$ cat config.mk
export PLATFORM = sky130hd
export DESIGN_NAME = mem_dumper
export DESIGN_NICKNAME = d
export VERILOG_FILES = /design/src/rtl/mem_dumper.sv
export SDC_FILE = /design/constraint.sdc
export NUM_CORES = 1
export LEC_CHECK = 0
export ABC_AREA = 0
export BUFFER_PORTS_ARGS = -buffer_cell sky130_fd_sc_hd__buf_2
export CAP_MARGIN = 20
export CORE_MARGIN = 5
export CORE_UTILIZATION = 45
export CTS_BUF_LIST = sky130_fd_sc_hd__clkbuf_8 sky130_fd_sc_hd__clkbuf_16
export CTS_CLUSTER_SIZE = 40
export DETAILED_ROUTE_END_ITERATION = 8
export PLACE_DENSITY = 0.67
export SYNTH_ARGS = -nofsm -noshare
export SYNTH_HDL_FRONTEND = slang
export SYNTH_SLANG_ARGS = --single-unit
export TNS_END_PERCENT = 1
$ cat constraint.sdc
create_clock -name clk_i -period 2.69 [get_ports clk_i]
set_input_delay 0.538 -clock clk_i [delete_from_list [all_inputs] [get_ports clk_i]]
set_output_delay 0.538 -clock clk_i [all_outputs]
set_load 0.03 [all_outputs]
$ cat src/rtl/mem_dumper.sv
// UART memory readback: takes a 4-byte address and 4-byte count, then streams bytes from instr/data memory.
// Define MEM_DUMP_CHECKSUM_EN to append an XOR checksum byte after the data.
module mem_dumper #(
  parameter logic [31:0] INSTR_LIMIT = 32'h0000_0400
) (
  input  logic        clk_i,
  input  logic        rst_ni,
  input  logic [7:0]  rx_data_i,
  input  logic        rx_valid_i,
  output logic [7:0]  tx_data_o,
  output logic        tx_valid_o,
  input  logic        tx_busy_i,
  output logic [31:0] instr_addr_o,
  input  logic [31:0] instr_rdata_i,
  output logic [31:0] data_addr_o,
  input  logic [31:0] data_rdata_i,
  output logic        core_stall_o,
  output logic        busy_o
);

`ifdef MEM_DUMP_CHECKSUM_EN
  typedef enum logic [2:0] {
    RCV_ADDR, RCV_SIZE, FETCH, FETCH_WAIT, SEND, WAIT_TX, SEND_SUM, DONE
  } state_t;
  localparam state_t LAST_ST = SEND_SUM;
  logic [7:0] sum;
`else
  typedef enum logic [2:0] {
    RCV_ADDR, RCV_SIZE, FETCH, FETCH_WAIT, SEND, WAIT_TX, DONE
  } state_t;
  localparam state_t LAST_ST = DONE;
`endif

  state_t      state;
  logic [31:0] addr;
  logic [31:0] count;
  logic [31:0] word;
  logic [1:0]  byte_cnt;
  logic        wait_first;
  logic        cur_data;

  logic [31:0] count_nxt;
  logic [31:0] addr_word;
  logic        addr_is_data;
  logic [7:0]  tx_byte;

  assign count_nxt    = {count[23:0], rx_data_i};
  assign addr_word    = {addr[31:2], 2'b00};
  assign addr_is_data = (addr >= INSTR_LIMIT);
  assign tx_byte      = word[{addr[1:0], 3'b000} +: 8];

  // The memory address is registered on the edge entering FETCH so the
  // synchronous memory samples it at the end of FETCH and rdata is ready in FETCH_WAIT.
  always_ff @(posedge clk_i or negedge rst_ni) begin
    if (!rst_ni) begin
      state        <= RCV_ADDR;
      addr         <= '0;
      count        <= '0;
      word         <= '0;
      byte_cnt     <= '0;
      wait_first   <= 1'b0;
      cur_data     <= 1'b0;
      tx_data_o    <= '0;
      tx_valid_o   <= 1'b0;
      instr_addr_o <= '0;
      data_addr_o  <= '0;
      core_stall_o <= 1'b0;
      busy_o       <= 1'b0;
`ifdef MEM_DUMP_CHECKSUM_EN
      sum          <= '0;
`endif
    end else begin
      tx_valid_o <= 1'b0;
      case (state)
        RCV_ADDR: if (rx_valid_i) begin
          addr         <= {addr[23:0], rx_data_i};
          byte_cnt     <= byte_cnt + 2'd1;
          core_stall_o <= 1'b1;
          busy_o       <= 1'b1;
          if (byte_cnt == 2'd3) state <= RCV_SIZE;
        end
        RCV_SIZE: if (rx_valid_i) begin
          count    <= count_nxt;
          byte_cnt <= byte_cnt + 2'd1;
          if (byte_cnt == 2'd3) begin
`ifdef MEM_DUMP_CHECKSUM_EN
            sum <= '0;
`endif
            if (count_nxt == 32'd0) begin
              state <= LAST_ST;
            end else begin
              state    <= FETCH;
              cur_data <= addr_is_data;
              if (addr_is_data) data_addr_o  <= addr_word;
              else              instr_addr_o <= addr_word;
            end
          end
        end
        FETCH: state <= FETCH_WAIT;
        FETCH_WAIT: begin
          word  <= cur_data ? data_rdata_i : instr_rdata_i;
          state <= SEND;
        end
        SEND: if (!tx_busy_i) begin
          tx_data_o  <= tx_byte;
          tx_valid_o <= 1'b1;
          addr       <= addr + 32'd1;
          count      <= count - 32'd1;
          wait_first <= 1'b1;
          state      <= WAIT_TX;
`ifdef MEM_DUMP_CHECKSUM_EN
          sum        <= sum ^ tx_byte;
`endif
        end
        // The transmitter raises busy a cycle after the strobe, so the first cycle here is blind.
        WAIT_TX: if (wait_first) begin
          wait_first <= 1'b0;
        end else if (!tx_busy_i) begin
          if (count == 32'd0) begin
            state <= LAST_ST;
          end else if (addr[1:0] == 2'b00 || addr_is_data != cur_data) begin
            state    <= FETCH;
            cur_data <= addr_is_data;
            if (addr_is_data) data_addr_o  <= addr_word;
            else              instr_addr_o <= addr_word;
          end else begin
            state <= SEND;
          end
        end
`ifdef MEM_DUMP_CHECKSUM_EN
        SEND_SUM: if (!tx_busy_i) begin
          tx_data_o  <= sum;
          tx_valid_o <= 1'b1;
          state      <= DONE;
        end
`endif
        DONE: begin
          core_stall_o <= 1'b0;
          busy_o       <= 1'b0;
          state        <= RCV_ADDR;
        end
        default: state <= RCV_ADDR;
      endcase
    end
  end

endmodule
==> metrics.md <==
| Metric | Value |
|---|---|
| Post-CTS Setup Repair Bufs | 0 |
| Vias in the first global route | 7387 |
| Minimum clock period | 2.48 ns |
| Hpwl dp | 16400 um |
| DRC | 0 |
| Max clock buf depth | 2 |
| Slew HR | 0.370 |
| Slew @ Worst Pin | approximately 0.94 ns |
| CTS tree | done |
| Worst path max stage delay | 0.56 ns |
| # setup viols final | 0 |
| FF-to-FF path depth | 6 |
| Sequential cell area | about 0.0043 sq mm |
| TritonCTS buffer count | 17 |
| Commonest non-fill, non-tap cell in the layout | dfrtp_1 |
| Num rows | between 50 and 60 |
| Synth top area share | 0.488 |
| Vias per cell | around 5.7 |
| Async SR Flop Fraction | 1.00 |
| Status | completed |
| Fillers | about 1700 |
| Detail Route Antenna Nets | 0 |
| Fmax | between 400 and 500 MHz |
| Effective utilization at floorplan | 0.456 |
| CTS sink cnt | 173 |
| Largest net degree at the start of global routing | 90 |
| IO Port Bufs | 146 |
| 1st-pass router iterations | 5 |
| Synth unique cells | 70 |
| Pwr Density | 1190 mW/mm^2 |
| Placer Congestion | 0.912 |
| Syn-to-layout area delta | 21.1% |
| Synthesized cell area | around 0.009 sq mm |
| Hold crit path type | primary input to async pin |
| DP Cell Count | about 1300 |
| Routed length per instance | 17.7 um |
| Crit path cell chain | nand2b_1, o21ai_0, nand2_1, a2111oi_2, buf_12, mux2_2 |
| Iteration-0 DRC Markers | between 500 and 600 |
| Final period utilization | 0.920 |
| CORE AREA | 0.0195 sq mm |
| Cells after Synth | 881 |
| Worst path buffer plus inverter count | 1 |
| Largest cells by area after synthesis | dfrtp_1, mux2_2, o21ai_0 |
| H-tree depth | 4 |
| RSZ-0062 raised after global routing | no |
| Worst path arrival time | 2.78 ns |
| Clk Latency, worst-skew pair | 0.43 ns |
| Cell taking the most area after synthesis | dfrtp_1 |
| Total Wirelength | between 20000 and 25000 um |
| Number of synthesized flops with an enable pin | 0 |
| Maxcap violations | 0 |
| CP Depth | 6 |
| Fin cells | between 1000 and 1500 |
| Die Area | roughly 0.023 sq mm |
| Horiz. Die Dim | 150 um |
| Via count | 7468 |
| Hold-fix buffers, CTS | 0 |
| Crit start category | flip-flop |
| Critical path's slowest cell | dfrtp_1 |
| Worst-path fanout max | 30 |
| Chip height | 150 um |
| Leakage power | 4.99 nW |
| Total grt overflow | 0 |
| Multi-input logic area | 0.00425 sq mm |
| Synthesized area per cell | 10.1 sq um |
| Required time of the worst setup path | 3.00 ns |
| Share of cells above drive strength 1 | 0.286 |
| Final nets | roughly 1100 |
| Initial antenna violation count | 2 |
| Commonest cells after routing, fill and taps aside | dfrtp_1, buf_2, nand2_1, o21ai_0, a21oi_1 |
| Total Negative Setup Slacks | 0 ns |
| Post-CTS Resized | 0 |
| Seq/Total Area, Yosys | 0.488 |
| Synthesized flop and latch total | approximately 170 |
| GRT Util Overall | 0.211 |
| Synth warn | 0 |
| Clock transition at path regs | roughly 0.07 ns |
| Peak supply drop | 469 uV |
| Io pins | 151 |
| CP endpoint kind | flip-flop |
| Synth Flop Type | dfrtp_1 |
| Root Buffer | clkbuf_16 |
| Cell family with most CP delay | compound AO/OA/AOI/OAI gates |
| First-pass GRT wire length | roughly 38000 um |
| Max Slew Vio Count | 0 |
| Clk_skew | 0.0115 ns |
| Crit Path Class | flip-flop to flip-flop |
| Fin. Hold Viols | 0 |
power breakdown:
group | switching, mW | total (mW) | internal [mW]
combinational | 3.33 | 5.62 | 2.29
sequential | 0.962 | 4.62 | 3.65
clock | 1.14 | 2.57 | 1.44
routing by layer:
| metal | part of all wire | track usage | wire length (um) |
|---|---|---|---|
| met1 | 0.44 | 0.291 | 10300 |
| met2 | 0.45 | 0.316 | 10500 |
| met3 | 0.086 | 0.0668 | 1990 |
| met4 | 0.017 | 0.0686 | 391 |
| met5 | 0 | 0 | 0 |
registers in the layout, summed over array words and instances, names as in the netlist:
signal and count:
instr_addr_o 30, cur_data 1, byte_cnt 2, data_addr_o 30
word 32, addr 32, count 32, tx_valid_o 1
tx_data_o 8, state 3, wait_first 1, busy_o 1
logic make-up after synthesis:
kind of cell / synth area share
AOI/OAI and AO/OA: 0.173
xor gates and xnor gates: 0.00197
adders and majority gates: 0.00564
buffers and inverters: 0.0386
DFF: 0.488
muxes: 0.123
other: 0.000422
and+or+nand+nor: 0.170
layout make-up:
cell class                      count  area share
Clock buffer                       18      0.0409
Tap cell                          265      0.0308
Clock inverter                     14      0.0158
Inverter                           14     0.00489
Antenna cell                        2    0.000466
Multi-Input combinational cell    627       0.395
Timing Repair Buffer              196       0.109
Sequential cell                   173       0.403
worst paths after layout:
| kind | start | end | slack [ns] |
|---|---|---|---|
| max | state[2] | data_addr_o[13] | 0.21 |
| min | rst_ni | instr_addr_o[3] | 0.08 |
| max reg2reg | state[2] | data_addr_o[13] | 0.21 |
| min reg2reg | word[24] | word[24] | 0.48 |
| max in group asynchronous | rst_ni | word[2] | 1.83 |
| min in group clk_i | instr_rdata_i[22] | word[22] | 0.39 |
Yosys cell counts (all sizes together) (8+ instances only):
library cell    n
mux4            8
a21oi          55
dfrtp         173
a22oi          10
mux2i          35
or3             9
o22a           10
clkbuf         55
buf            15
nand4          18
o2bb2ai         8
nor4           20
nand2          76
o21ai          77
nand3          27
nor3           23
and2           26
o22ai          11
nor2           52
inv            14
mux2           47
a22o            8
a31oi           8
stage by stage:
step / setup slack [ns] / area (sq um) / hold slack [ns] / util / power, mW
floorplan: 0.332 / 8890 / 0.242 / - / 8.39
global placement: 0.239 / 10100 / 0.457 / 0.521 / 10.1
detailed placement: 0.148 / 10100 / 0.465 / 0.521 / 10.3
CTS: 0.196 / 10700 / 0.110 / 0.552 / 12.9
global route: 0.0637 / 10700 / 0.116 / 0.552 / 13.7
finish: 0.214 / 10700 / 0.0829 / 0.552 / 12.8
worst reg2reg max path: stages (launching register included):
cell       delay (ns)
dfrtp_1          0.56
nand2b_1         0.19
o21ai_0          0.29
nand2_1          0.17
a2111oi_2        0.51
buf_12           0.26
mux2_2           0.39
Power figures use the tool's default switching activity.
